### src/rtl/chess_clock_pkg.sv
// Shared types and helpers for the chess clock: FSM states, player encoding,
// and a width-generic saturating add.
package chess_clock_pkg;

  typedef enum logic [2:0] {
    ST_IDLE,
    ST_RUN_WHITE,
    ST_RUN_BLACK,
    ST_PAUSED,
    ST_TIMEOUT
  } state_e;

  localparam logic PLAYER_WHITE = 1'b0;
  localparam logic PLAYER_BLACK = 1'b1;

  // a + b clamped to 2**w-1; the sum is formed one bit wider so it cannot wrap.
  function automatic logic [31:0] sat_add(input logic [31:0] a,
                                          input logic [31:0] b,
                                          input int unsigned w);
    logic [32:0] sum;
    logic [32:0] lim;
    sum = {1'b0, a} + {1'b0, b};
    lim = (33'd1 << w) - 33'd1;
    return (sum > lim) ? lim[31:0] : sum[31:0];
  endfunction

endpackage

### src/rtl/chess_tick_gen.sv
// Prescaler producing a one-second strobe. 'term' is the same-cycle wrap strobe
// used by the FSM; 'tick' is its registered copy for the outside world.
module chess_tick_gen #(
  parameter int unsigned CLK_FREQ = 50_000_000
) (
  input  logic clock,
  input  logic reset,
  input  logic clear,
  input  logic enable,
  output logic term,
  output logic tick
);

  localparam int unsigned PRE_W = (CLK_FREQ > 1) ? $clog2(CLK_FREQ) : 1;
  localparam logic [PRE_W-1:0] LAST = PRE_W'(CLK_FREQ - 1);

  logic [PRE_W-1:0] cnt_q, cnt_d;
  logic             tick_q, tick_d;

  always_comb begin
    term   = enable && (cnt_q == LAST);
    tick_d = term;
    cnt_d  = cnt_q;
    if (clear || term) begin
      cnt_d = '0;
    end else if (enable) begin
      cnt_d = cnt_q + 1'b1;
    end
  end

  always_ff @(posedge clock or negedge reset) begin
    if (!reset) begin
      cnt_q  <= '0;
      tick_q <= 1'b0;
    end else begin
      cnt_q  <= cnt_d;
      tick_q <= tick_d;
    end
  end

  assign tick = tick_q;

endmodule

### src/rtl/chess_clock_controller.sv
// Two-player chess clock: turn FSM, per-player seconds budgets with optional
// Fischer increment, sticky timeout flags and a 1 Hz tick from chess_tick_gen.
module chess_clock_controller
  import chess_clock_pkg::*;
#(
  parameter int unsigned CLK_FREQ   = 50_000_000,
  parameter int unsigned TIME_W     = 12,
  parameter int unsigned START_TIME = 600,
  parameter int unsigned INCREMENT  = 0
) (
  input  logic              clock,
  input  logic              reset,
  input  logic              load,
  input  logic              start,
  input  logic              move_done,
  input  logic              pause_toggle,
  output logic [TIME_W-1:0] white_time,
  output logic [TIME_W-1:0] black_time,
  output logic              active_player,
  output logic              running,
  output logic              white_flag,
  output logic              black_flag,
  output logic              tick
);

  localparam logic [TIME_W-1:0] START_VAL = TIME_W'(START_TIME);

  state_e            state_q, state_d;
  logic [TIME_W-1:0] white_q, white_d, black_q, black_d;
  logic              active_q, active_d;
  logic              running_q, running_d;
  logic              wflag_q, wflag_d, bflag_q, bflag_d;

  logic              is_run, pre_clr, pre_en, term;
  logic [TIME_W-1:0] mover_time, dec_time, upd_time;
  logic              upd_en;

  chess_tick_gen #(.CLK_FREQ(CLK_FREQ)) u_tick_gen (
    .clock  (clock),
    .reset  (reset),
    .clear  (pre_clr),
    .enable (pre_en),
    .term   (term),
    .tick   (tick)
  );

  // The prescaler only advances on cycles that both start and end in a run
  // state, so a pause freezes it at the exact count it had reached.
  assign is_run     = (state_q == ST_RUN_WHITE) || (state_q == ST_RUN_BLACK);
  assign pre_en     = is_run && !load && !(pause_toggle && !move_done);
  assign mover_time = active_q ? black_q : white_q;
  assign dec_time   = term ? (mover_time - 1'b1) : mover_time;

  always_comb begin
    state_d  = state_q;
    white_d  = white_q;
    black_d  = black_q;
    active_d = active_q;
    wflag_d  = wflag_q;
    bflag_d  = bflag_q;
    pre_clr  = 1'b0;
    upd_en   = 1'b0;
    upd_time = dec_time;
    if (load) begin
      state_d  = ST_IDLE;
      white_d  = START_VAL;
      black_d  = START_VAL;
      active_d = PLAYER_WHITE;
      wflag_d  = 1'b0;
      bflag_d  = 1'b0;
      pre_clr  = 1'b1;
    end else begin
      case (state_q)
        ST_IDLE: begin
          if (start) begin
            state_d  = ST_RUN_WHITE;
            active_d = PLAYER_WHITE;
            pre_clr  = 1'b1;
          end
        end
        ST_RUN_WHITE, ST_RUN_BLACK: begin
          if (term && (mover_time == TIME_W'(1))) begin
            upd_en  = 1'b1;
            state_d = ST_TIMEOUT;
            if (active_q) bflag_d = 1'b1;
            else          wflag_d = 1'b1;
          end else if (move_done) begin
            upd_en   = 1'b1;
            upd_time = TIME_W'(sat_add(32'(dec_time), 32'(INCREMENT), TIME_W));
            active_d = ~active_q;
            state_d  = active_q ? ST_RUN_WHITE : ST_RUN_BLACK;
            pre_clr  = 1'b1;
          end else if (pause_toggle) begin
            state_d = ST_PAUSED;
          end else begin
            upd_en = term;
          end
        end
        ST_PAUSED: begin
          if (pause_toggle) state_d = active_q ? ST_RUN_BLACK : ST_RUN_WHITE;
        end
        default: ;
      endcase
    end
    if (upd_en) begin
      if (active_q) black_d = upd_time;
      else          white_d = upd_time;
    end
    running_d = (state_d == ST_RUN_WHITE) || (state_d == ST_RUN_BLACK);
  end

  always_ff @(posedge clock or negedge reset) begin
    if (!reset) begin
      state_q   <= ST_IDLE;
      white_q   <= START_VAL;
      black_q   <= START_VAL;
      active_q  <= PLAYER_WHITE;
      running_q <= 1'b0;
      wflag_q   <= 1'b0;
      bflag_q   <= 1'b0;
    end else begin
      state_q   <= state_d;
      white_q   <= white_d;
      black_q   <= black_d;
      active_q  <= active_d;
      running_q <= running_d;
      wflag_q   <= wflag_d;
      bflag_q   <= bflag_d;
    end
  end

  assign white_time    = white_q;
  assign black_time    = black_q;
  assign active_player = active_q;
  assign running       = running_q;
  assign white_flag    = wflag_q;
  assign black_flag    = bflag_q;

endmodule

### config.mk
export PLATFORM = sky130hd
export DESIGN_NAME = chess_clock_controller
export DESIGN_NICKNAME = d
export VERILOG_FILES = /design/src/rtl/chess_clock_pkg.sv /design/src/rtl/chess_tick_gen.sv /design/src/rtl/chess_clock_controller.sv
export SDC_FILE = /design/constraint.sdc
export NUM_CORES = 1
export LEC_CHECK = 0
export ABC_AREA = 1
export CORE_MARGIN = 5
export CORE_UTILIZATION = 57
export CTS_CLUSTER_SIZE = 20
export DETAILED_ROUTE_END_ITERATION = 6
export HOLD_SLACK_MARGIN = 0.05
export PLACE_DENSITY = 0.79
export SLEW_MARGIN = 20
export SYNTH_ARGS = -nofsm -noshare
export SYNTH_HDL_FRONTEND = slang
export SYNTH_SLANG_ARGS = --single-unit
### constraint.sdc
create_clock -name clock -period 3.9 [get_ports clock]
set_input_delay 0.585 -clock clock [delete_from_list [all_inputs] [get_ports clock]]
set_output_delay 0.585 -clock clock [all_outputs]
set_load 0.02 [all_outputs]
# == Word-level counts from Yosys, hierarchy flattened ==
# Index checks and enable logic that the tools add are counted.
# totals
regBits,58
inputBits,6
output_inout_bits,29
wordCells,92
# classes
addsub,2
magnitude_cmp,1
eq_ne,11
muxes,47
n_bitwise,1
reduce_logical,21
# ops
cell,count
$mux 12,13
$mux 26,2
$add 26x1->26 const B,1
$eq 26x26->1 const B,1
$mux 1,21
$mux 3,6
$eq 12x1->1 const B,1
$gt 12x12->1 const B,1
$sub 12x1->12 const B,1
$eq 3x2->1 const B,3
$ne 3x3->1 const B,3
$pmux 3 s3,1
$reduce_bool 2->1,4
$eq 3x1->1 const B,2
$reduce_and 3->1,2
$logic_and 1x1->1,5
$mux 2,2
$pmux 1 s2,2
$reduce_and 4->1,1
$logic_not 1->1,3
$logic_not 3->1,1
$logic_or 1x1->1,3
$reduce_bool 3->1,1
$ne 2x2->1 const B,1
other kinds (2),2

# == Depth between registers and ports, before layout ==
# Gate-level depths: netlist of the first run.
# logic_depth
ltp_word,14
ltp_mapped,15
ltp_nobuf,15

# == Modules after synthesis ==
# A second synthesis of the first run with hierarchy kept.
# unflattened
cells_unflattened,563
hier_area_um2,3911.3
# modules_own_cells
module,n_inst,cells_each,area_per_inst_um2,seq_area_each_um2
chess_clock_controller,1,262,1956.9,785.8
chess_tick_gen,1,301,1954.4,675.6

# == Least setup slack after synthesis of the first run ==
# No wires, ideal clock.
# synth_path
kind,register to register
from,"reg active_q, in the netlist active_player"
to,reg u_tick_gen.cnt_q[10]
arrival_ps,1871
required_ps,3776
path_slack_ps,1904
path_stages_with_launch,13
path_cell_list,dfrtp_1 -> o21ai_1 -> inv_1 -> ha_1 -> nand3_1 -> nor2_1 -> nand2_1 -> nor2_4 -> nand2_2 -> nand3_2 -> nand2_4 -> buf_8 -> nor2_4
# synth_between
elab_chain_len,8
word_cells_on_any_way,9
# synth_lines
element,line,source
"start, declared",chess_clock_controller.sv:30,"logic active_q, active_d;"
"start signal, assigned",chess_clock_controller.sv:125,active_q <= active_d;
$mux 12 *,chess_clock_controller.sv:51,assign mover_time = active_q ? black_q : white_q;
$eq 12x1->1 *,chess_clock_controller.sv:82,if (term && (mover_time == TIME_W'(1))) begin
$logic_and 1x1->1 *,chess_clock_controller.sv:82,
$mux 1 *,chess_clock_controller.sv:82,
$pmux 1 s2 *,chess_clock_controller.sv:73,case (state_q)
$mux 1 *,chess_clock_controller.sv:64,if (load) begin
$logic_or 1x1->1 *,chess_tick_gen.sv:24,if (clear || term) begin
$mux 26 or $reduce_bool 2->1 (tied branches),--,
"end signal, assigned",chess_tick_gen.sv:36,cnt_q <= cnt_d;
"end, declared",chess_tick_gen.sv:17,"logic [PRE_W-1:0] cnt_q, cnt_d;"
# Mark *: on every way between the ends. The rest lies on a longest branch, timed or not.
# A chain may end at the register's enable or synchronous reset.

# == Final worst setup path of the first run ==
# layout_path
from,"reg active_q, in the netlist active_player"
to,reg u_tick_gen.cnt_q[14]
# The elaborated chain is that of the path after synthesis.

==> results.yml, run 1 <==
yosys:
  synth_nets: 508
  synth_mux_area_frac: 0
  syn_area_per_cell_um2: 7.41
  synth-xor-area-share: 0.0616
  syn_area_um2: 3700
  ys_seq_area_frac: 0.395
  synth_warnings: 0
  synthesis.instances: 499
  synthSimpleGateAreaFrac: 0.388
  ys_ff_latch: 58
  synth_compound_area_frac: 0.0596
  ys_types: 32
  synth_top_family_by_area: "simple AND/OR/NAND/NOR gates"
  synth_fa_ha_area_frac: 0.0102
setup_path:
  path_buf_inv: 1
  path_delay_family: "simple AND/OR/NAND/NOR gates"
  ff2ff_setup_slack_ns: 0.97
  cp_slowest_stage_delay_ns: 0.92
  cp_max_fo: 26
  critPathCaptureType: "register"
  cp.required_ns: 4.14
  path_cells: "o21ai_1 > inv_1 > ha_1 > nand3_1 > nor2_1 > nand2_1 > nor2_4 > nand2_2 > nand3_2 > nand2_4 > nor3_1"
  cpMaxStageDelayCell: "dfrtp_1"
  cp-start-kind: "register"
  path_class: "register to register"
  arrival_ns: 3.18
sta:
  max_freq_mhz: 341
  fin_skew_ns: 0.0103
  rsz0062_at_grt: "no"
  maxSlewViolCount: 0
  period_needed_ns: 2.93
  worst_hold_slack_ns: 0.343
  hold_violations: 0
  fin_crit_sh: 0.752
  finalSetupTns_ns: 0
  setup_viol: 0
  worstMarginPinSlew_ns: 0.885
  relSlewSlack: 0.410
floorplan:
  fp-row-count: 29
  coreArea_um2: 6310
  die_w_um: 90.5
  design.portCount: 35
  die_y_um: 90.5
  start_util: 0.585
  dieArea_um2: 8190
cells_and_area:
  final_layout_size_suffix_gt1_frac: 0.143
  area_delta_synth_final_pct: 15.5
  final_common_cell: "nand2_1"
  design_area_um2: 4270
  stdcell_count: 617
  multiInputGateArea_um2: 1920
  diodes: 0
  fill_cells: 561
  final_cell_mix: "nand2_1, nor2_1, dfrtp_1, inv_1, nand3_1"
  regArea_um2: 1460
  nets: 544
clock_network:
  insertion_delay_ns: 0.34
  post_cts_resized: 0
  cts_tree: "yes"
  cts_buffer_depth: 2
  cts_buffers: 9
  clock-sinks: 58
  ctsHoldBuffers: 0
  path_clk_slew_ns: 0.07
  ctsHtreeMaxLevel: 3
  post-cts-setup-buffers: 0
  clockRootBuffer: "clkbuf_8"
power_and_ir_drop:
  p_int_w: 0.000997
  switching_share: 0.319
  p_total_w: 0.00146
  power.share.clock: 0.389
  comb_power_share: 0.178
  ir_drop_mv: 0.259
  p_leak_nw: 1.90
  power_density_nw_per_um2: 343
  p_seq_frac: 0.433
  power_switching_w: 0.000467
detailed_routing:
  dr.pass1.iters: 5
  via_per_inst: 5.38
  routed_wl_um: 8560
  vias: 3322
  drtIter0Drc: 169
  drc_errors: 0
  detail-route-antenna-nets: 0
  avgRoutedWirePerCell_um: 13.9
grt:
  overflow: 0
  grt_pass1_vias: 3265
  grt_max_degree: 38
  grt_pass1_wl_um: 14900
  grt_usage: 0.218
  antenna_found_initial: 0
placement:
  place_congestion: 0.960
  placedCellCount: 601
  hpwlAfterDp_um: 6150
  port_buffers: 34
  place_area_um2: 4070
job:
  drv_cap: 0
worst_hold_path:
  min_path_type: "primary input to asynchronous set/reset pin"
outcome:
  status: "complete, no violations"
cell usage after synthesis, drive strengths merged:
cell / count / area (µm²)
buf: 9 / 77.6
xor2: 20 / 175
a21oi: 12 / 60.1
clkinv: 2 / 7.51
clkbuf: 4 / 15.0
nor4: 1 / 6.26
a21boi: 1 / 7.51
nand3b: 2 / 15.0
o21ai: 24 / 128
dfrtp: 50 / 1250
nor2: 82 / 453
nand3: 45 / 240
ha: 3 / 37.5
and2: 1 / 6.26
nand2: 139 / 544
dfstp: 8 / 210
a31oi: 4 / 25.0
inv: 57 / 214
nor3: 18 / 101
nand4: 11 / 68.8
xnor2: 6 / 52.6
cells by family after synthesis:
family | after synthesis
DFF | 58
adders and majority gates | 3
buffers and inverters | 72
AOI/OAI and AO/OA | 41
xor gates and xnor gates | 26
and+or+nand+nor | 299
metrics by stage:
stage / setup slack [ns] / utilization
global route: 0.713 / 0.676
detailed placement: 0.822 / 0.644
finish: 0.966 / 0.676
CTS: 0.956 / 0.676
global placement: 0.914 / 0.644
floorplan: 1.90 / -
final timing paths:
check | from | endpoint | cells past startpoint
max in group asynchronous | reset | u_tick_gen.cnt_q[19] | 2
hold / removal | reset | black_flag | 1
hold reg to reg | black_time[3] | black_time[3] | 2
min in group clock | black_time[3] | black_time[3] | 2
setup / recovery | active_player | u_tick_gen.cnt_q[14] | 11
setup reg to reg | active_player | u_tick_gen.cnt_q[14] | 11
area by class of cell:
type / instances / share of cell area
tap: 77 / 0.0226
timing repair buffer: 38 / 0.0856
clock buffer: 10 / 0.0322
sequential: 58 / 0.342
multi-input combinational: 369 / 0.450
inverter: 59 / 0.0519
clock inverter: 6 / 0.0155
flip-flops by register name, indices dropped and copies added, names as in the netlist:
signal	flops
u_tick_gen.cnt_q	26
running	1
white_time	12
active_player	1
white_flag	1
state_q	3
black_flag	1
u_tick_gen.tick	1
black_time	12
per-layer routing:
| metal | track usage | wire [µm] |
|---|---|---|
| met5 | 0 | 0 |
| met3 | 0.0400 | 499 |
| met2 | 0.367 | 4240 |
| met1 | 0.269 | 3640 |
| met4 | 0.102 | 185 |
power groups by stage:
stage | Clock (W) | Combinational (W) | Sequential (W)
after global placement | 0 | 0.000256 | 0.000644
final | 0.000569 | 0.000261 | 0.000633
after global routing | 0.000602 | 0.000293 | 0.000635
after floorplan | 0 | 0.000204 | 0.000642
after CTS | 0.000580 | 0.000261 | 0.000633
after detailed placement | 0 | 0.000259 | 0.000644
Power figures use the tool's default switching activity.
==> run 2, diff against run 1 <==
CORE_UTILIZATION = 52   (was 57)
PLACE_DENSITY = 0.76   (was 0.79)
clock period = 2.5 ns   (was 3.9 ns; I/O delays follow)
==> run 2 against run 1 <==
  * Clock skew hardly changed
  * Critical endpoint is now black_time[5]
  * Register-to-register slack worse by 0.74 ns
  * Flip-flop and latch count stayed put
  * Maximum frequency is 29% higher
  * Critical path type unchanged
  * Die area is 8.5% higher
==> results.yml, run 2 (synthesis gave the netlist of run 1 again) <==
clock_network:
  insertion_delay_ns: 0.34
  ctsHtreeMaxLevel: 3
  clockRootBuffer: "clkbuf_8"
  clock-sinks: 58
  cts_buffers: 9
  post-cts-setup-buffers: 0
  path_clk_slew_ns: 0.07
  cts_tree: "yes"
  cts_buffer_depth: 2
setup_path:
  r2r_end: "black_time[5]"
  cp_max_fo: 20
  critPathCaptureType: "register"
  path_cells: "ha_1 > nand2_1 > nor3_1 > nand3_1 > inv_2 > nand2_1 > nand2_1 > nand4_1 > buf_4 > inv_2 > nand2_1 > nand2_1"
  cp.required_ns: 2.78
  ff2ff_path_depth: 12
  path_class: "register to register"
  cp-start-kind: "register"
  cp_slowest_stage_delay_ns: 0.39
  cpMostUsedCell: "nand2_1"
  arrival_ns: 2.56
  ff2ff_setup_slack_ns: 0.22
  cpMaxStageDelayCell: "dfrtp_1"
  r2r_start: "u_tick_gen.cnt_q[0]"
power_and_ir_drop:
  comb_power_share: 0.212
  power_density_nw_per_um2: 507
  p_seq_frac: 0.439
  p_leak_nw: 1.96
  ir_drop_mv: 0.406
  p_total_w: 0.00222
  power.share.clock: 0.349
  p_int_w: 0.00152
  power_switching_w: 0.000698
  switching_share: 0.315
outcome:
  status: "complete, no violations"
cells_and_area:
  final_common_cell: "nand2_1"
  diodes: 0
  largest_register_ffs: 26
  final_cell_mix: "nand2_1, nor2_1, dfrtp_1, inv_1, nand3_1"
  nets: 553
  area_delta_synth_final_pct: 18.2
  top_register: "u_tick_gen.cnt_q"
  fill_cells: 630
  final_layout_size_suffix_gt1_frac: 0.151
sta:
  hold_violations: 0
  max_freq_mhz: 439
  period_needed_ns: 2.28
  rsz0062_at_grt: "no"
  finalSetupTns_ns: 0
  setup_viol: 0
  fin_skew_ns: 0.0104
  setup_ws_ns: 0.221
  fin_crit_sh: 0.911
  worstMarginPinSlew_ns: 0.618
  maxSlewViolCount: 0
  relSlewSlack: 0.588
worst_hold_path:
  hold_end: "black_flag"
  whs_path_depth: 2
  min_path_type: "register to register"
  worstHoldStart: "black_flag"
grt:
  grt_pass1_wl_um: 14500
  met1_usage: 0.277
  grt_pass1_vias: 3122
  grt_usage: 0.209
  overflow: 0
  grt_use_met3: 0.0529
  grt_max_degree: 35
  antenna_found_initial: 0
  use_met2: 0.332
  grt.busiest_layer: "met2"
detailed_routing:
  avgRoutedWirePerCell_um: 13.3
  routed_wl_um: 8600
  drtIter0Drc: 195
  drc_errors: 0
  vias: 3314
  detail-route-antenna-nets: 0
  dr.pass1.iters: 4
  via_per_inst: 5.14
floorplan:
  die_w_um: 94.3
  dieArea_um2: 8890
  design.portCount: 35
  coreArea_um2: 6870
  start_util: 0.538
  die_y_um: 94.3
  fp-row-count: 30
placement:
  place_congestion: 0.950
  hpwlAfterDp_um: 6250
  port_buffers: 34
  place_worst_setup_slack_ns: 0.156
job:
  drv_cap: 0
==> run 2: cell count changes in the layout (fill, tap and decap cells not counted), sizes merged <==
cell	previous run	this run
buf	5	13
bufinv	1	0
clkbuf	10	13
clkinv	4	5
clkinvlp	3	0
dlygate4sd3	0	1
==> run 2: power by group through the flow <==
stage          Clock, W  Sequential, W  Combinational [W]
2_1_floorplan         0        0.00100           0.000318
3_3_place_gp          0       0.000990           0.000462
3_5_place_dp          0       0.000991           0.000465
4_1_cts        0.000787       0.000974           0.000470
5_1_grt        0.000845       0.000976           0.000517
6_report       0.000773       0.000974           0.000470
==> run 2: worst max-delay path by stage <==
stage,start,to,cells past startpoint
2_1_floorplan,active_player,u_tick_gen.cnt_q[10],12
3_3_place_gp,load,black_time[5],9
3_5_place_dp,load,black_time[5],9
4_1_cts,u_tick_gen.cnt_q[0],black_time[5],10
5_1_grt,u_tick_gen.cnt_q[0],white_time[8],11
6_report,u_tick_gen.cnt_q[0],black_time[5],12
==> run 2: worst max-delay path, delay by kind of cell (launching register included) <==
family	cells	cell delay, ns
fa+ha+maj	1	0.20
buf+inv	3	0.51
flops	1	0.39
simple gates	8	1.11
==> run 2: cell type report <==
type / count / area [µm²] / area share
clock buffer: 13 / 159 / 0.0364
sequential: 58 / 1460 / 0.334
multi-input combinational: 369 / 1920 / 0.439
inverter: 59 / 221 / 0.0507
clock inverter: 3 / 15.0 / 0.00344
timing repair buffer: 47 / 473 / 0.108
tap: 96 / 120 / 0.0275
==> run 2: per-layer routing <==
metal / vias to the layer above / share of wire
met2: 113 / 0.47
li1: 1673 / -
met3: 13 / 0.062
met1: 1515 / 0.45
met4: 0 / 0.016
met5: - / 0
==> run 2: what timing repair did <==
item                                   in CTS  in global routing
endpoints found under the hold margin      16                  0
hold buffers                                1                  0
gates resized for setup                     0                  0
==> run 2: stage by stage <==
step                std cells  utilization  cell area, µm²  hold WS (ns)
floorplan                 499            -            3700        0.0794
global placement          628        0.609            4190         0.409
detailed placement        628        0.609            4190         0.406
CTS                       645        0.636            4370         0.506
global route              645        0.636            4370         0.556
finish                    645        0.636            4370         0.506
==> run 3, diff against run 2 <==
CORE_ASPECT_RATIO = 0.7   (was not set)
==> run 3 against run 2 <==
  * Maximum frequency barely moved
  * Worst setup slack improved by 0.0017 ns
  * Die area rose by 0.30%
  * Critical path type unchanged
  * Combinational power fell by 2%
==> results.yml, run 3 (synthesis gave the netlist of run 1 again) <==
sta:
  fin_crit_sh: 0.911
  maxSlewViolCount: 0
  setup_ws_ns: 0.223
  fin_skew_ns: 0.0109
  rsz0062_at_grt: "no"
  period_needed_ns: 2.28
  max_freq_mhz: 439
  finalSetupTns_ns: 0
  relSlewSlack: 0.548
  hold_violations: 0
  worstMarginPinSlew_ns: 0.678
  setup_viol: 0
clock_network:
  post_cts_resized: 0
  ctsHoldBuffers: 0
  clockRootBuffer: "clkbuf_8"
  cts_buffers: 9
  insertion_delay_ns: 0.34
  cts_tree: "yes"
  cts_buffer_depth: 2
  post-cts-setup-buffers: 0
  ctsHtreeMaxLevel: 3
  clock-sinks: 58
  path_clk_slew_ns: 0.07
power_and_ir_drop:
  power.share.clock: 0.408
  power_switching_w: 0.000737
  p_int_w: 0.00168
  power_density_nw_per_um2: 551
  switching_share: 0.304
  ir_drop_mv: 0.312
  p_leak_nw: 1.95
  p_seq_frac: 0.402
  comb_power_share: 0.190
setup_path:
  cp-start-kind: "register"
  cp_max_fo: 20
  cp.required_ns: 2.78
  arrival_ns: 2.56
  path_class: "register to register"
  critPathCaptureType: "register"
floorplan:
  die_w_um: 111
  dieArea_um2: 8920
  coreArea_um2: 6820
  design.portCount: 35
  fp-row-count: 25
  die_y_um: 80.5
  start_util: 0.542
grt:
  grt_usage: 0.216
  grt_max_degree: 32
  grt_pass1_vias: 3081
  antenna_found_initial: 0
  overflow: 0
  grt_pass1_wl_um: 15400
detailed_routing:
  dr.pass1.iters: 5
  avgRoutedWirePerCell_um: 14.3
  drtIter0Drc: 343
  vias: 3386
  drc_errors: 0
  detail-route-antenna-nets: 0
  routed_wl_um: 9150
  via_per_inst: 5.28
cells_and_area:
  diodes: 0
  fill_cells: 605
  top_register: "u_tick_gen.cnt_q"
  largest_register_ffs: 26
  area_delta_synth_final_pct: 18.8
  final_layout_size_suffix_gt1_frac: 0.154
  final_cell_mix: "nand2_1, nor2_1, dfrtp_1, inv_1, nand3_1"
  nets: 551
  final_common_cell: "nand2_1"
placement:
  place_congestion: 0.933
  place_worst_setup_slack_ns: 0.195
  hpwlAfterDp_um: 6700
  port_buffers: 34
job:
  drv_cap: 0
worst_hold_path:
  min_path_type: "primary input to asynchronous set/reset pin"
outcome:
  status: "complete, no violations"
==> run 3: changes by cell type in the layout (fill, tap and decap cells not counted), sizes merged <==
cell,delta
clkinv,-3
buf,-1
dlygate4sd3,-1
clkinvlp,+4
bufinv,+2
clkbuf,-3
==> run 3: cell type report <==
cell class / count / area [µm²] / share of cell area
Multi-Input combinational cell: 369 / 1920 / 0.437
Sequential cell: 58 / 1460 / 0.333
Tap cell: 94 / 118 / 0.0268
Clock buffer: 10 / 138 / 0.0313
Clock inverter: 6 / 90.1 / 0.0205
Timing Repair Buffer: 45 / 443 / 0.101
Inverter: 59 / 221 / 0.0504
==> run 3: worst max-delay path, cell delays in order (launching register included) <==
cell	delay, ns
dfrtp_1	0.40
ha_1	0.22
nand2_1	0.06
nor3_1	0.30
nand3_1	0.28
inv_2	0.14
nand2_1	0.13
nand2_1	0.11
nand4_1	0.08
buf_4	0.23
inv_2	0.13
nand2_1	0.08
nand2_1	0.07
==> run 3: power groups by stage <==
stage	registers (W)	clock network [W]	logic, W
after floorplan	0.00100	0	0.000318
after global placement	0.000990	0	0.000448
after detailed placement	0.000991	0	0.000456
after CTS	0.000973	0.00101	0.000458
after global routing	0.000976	0.00106	0.000508
final	0.000974	0.000988	0.000460
==> run 3: layer usage <==
metal / global-route usage / up-vias / share of wire
li1: - / 1664 / -
met1: 0.331 / 1583 / 0.52
met2: 0.305 / 127 / 0.41
met3: 0.0429 / 12 / 0.065
met4: 0.0627 / 0 / 0.0096
met5: 0 / - / 0
==> run 3: worst paths after layout <==
check | start | end | slack, ns | depth (start not counted)
worst max-delay path | u_tick_gen.cnt_q[0] | white_time[2] | 0.22 | 12
worst min-delay path | reset | u_tick_gen.cnt_q[21] | 0.07 | 1
worst max register to register | u_tick_gen.cnt_q[0] | white_time[2] | 0.22 | 12
worst min register to register | black_flag | black_flag | 0.49 | 2
max in group asynchronous | reset | black_time[4] | 1.76 | 2
min in group clock | black_flag | black_flag | 0.49 | 2
==> run 3: through the flow <==
step	utilization	area (µm²)	hold WS (ns)	cells	power [W]
2_1_floorplan	-	3700	0.0794	499	0.00132
3_3_place_gp	0.611	4160	0.444	625	0.00144
3_5_place_dp	0.611	4160	0.454	625	0.00145
4_1_cts	0.644	4390	0.0831	641	0.00244
5_1_grt	0.644	4390	0.108	641	0.00254
6_report	0.644	4390	0.0705	641	0.00242
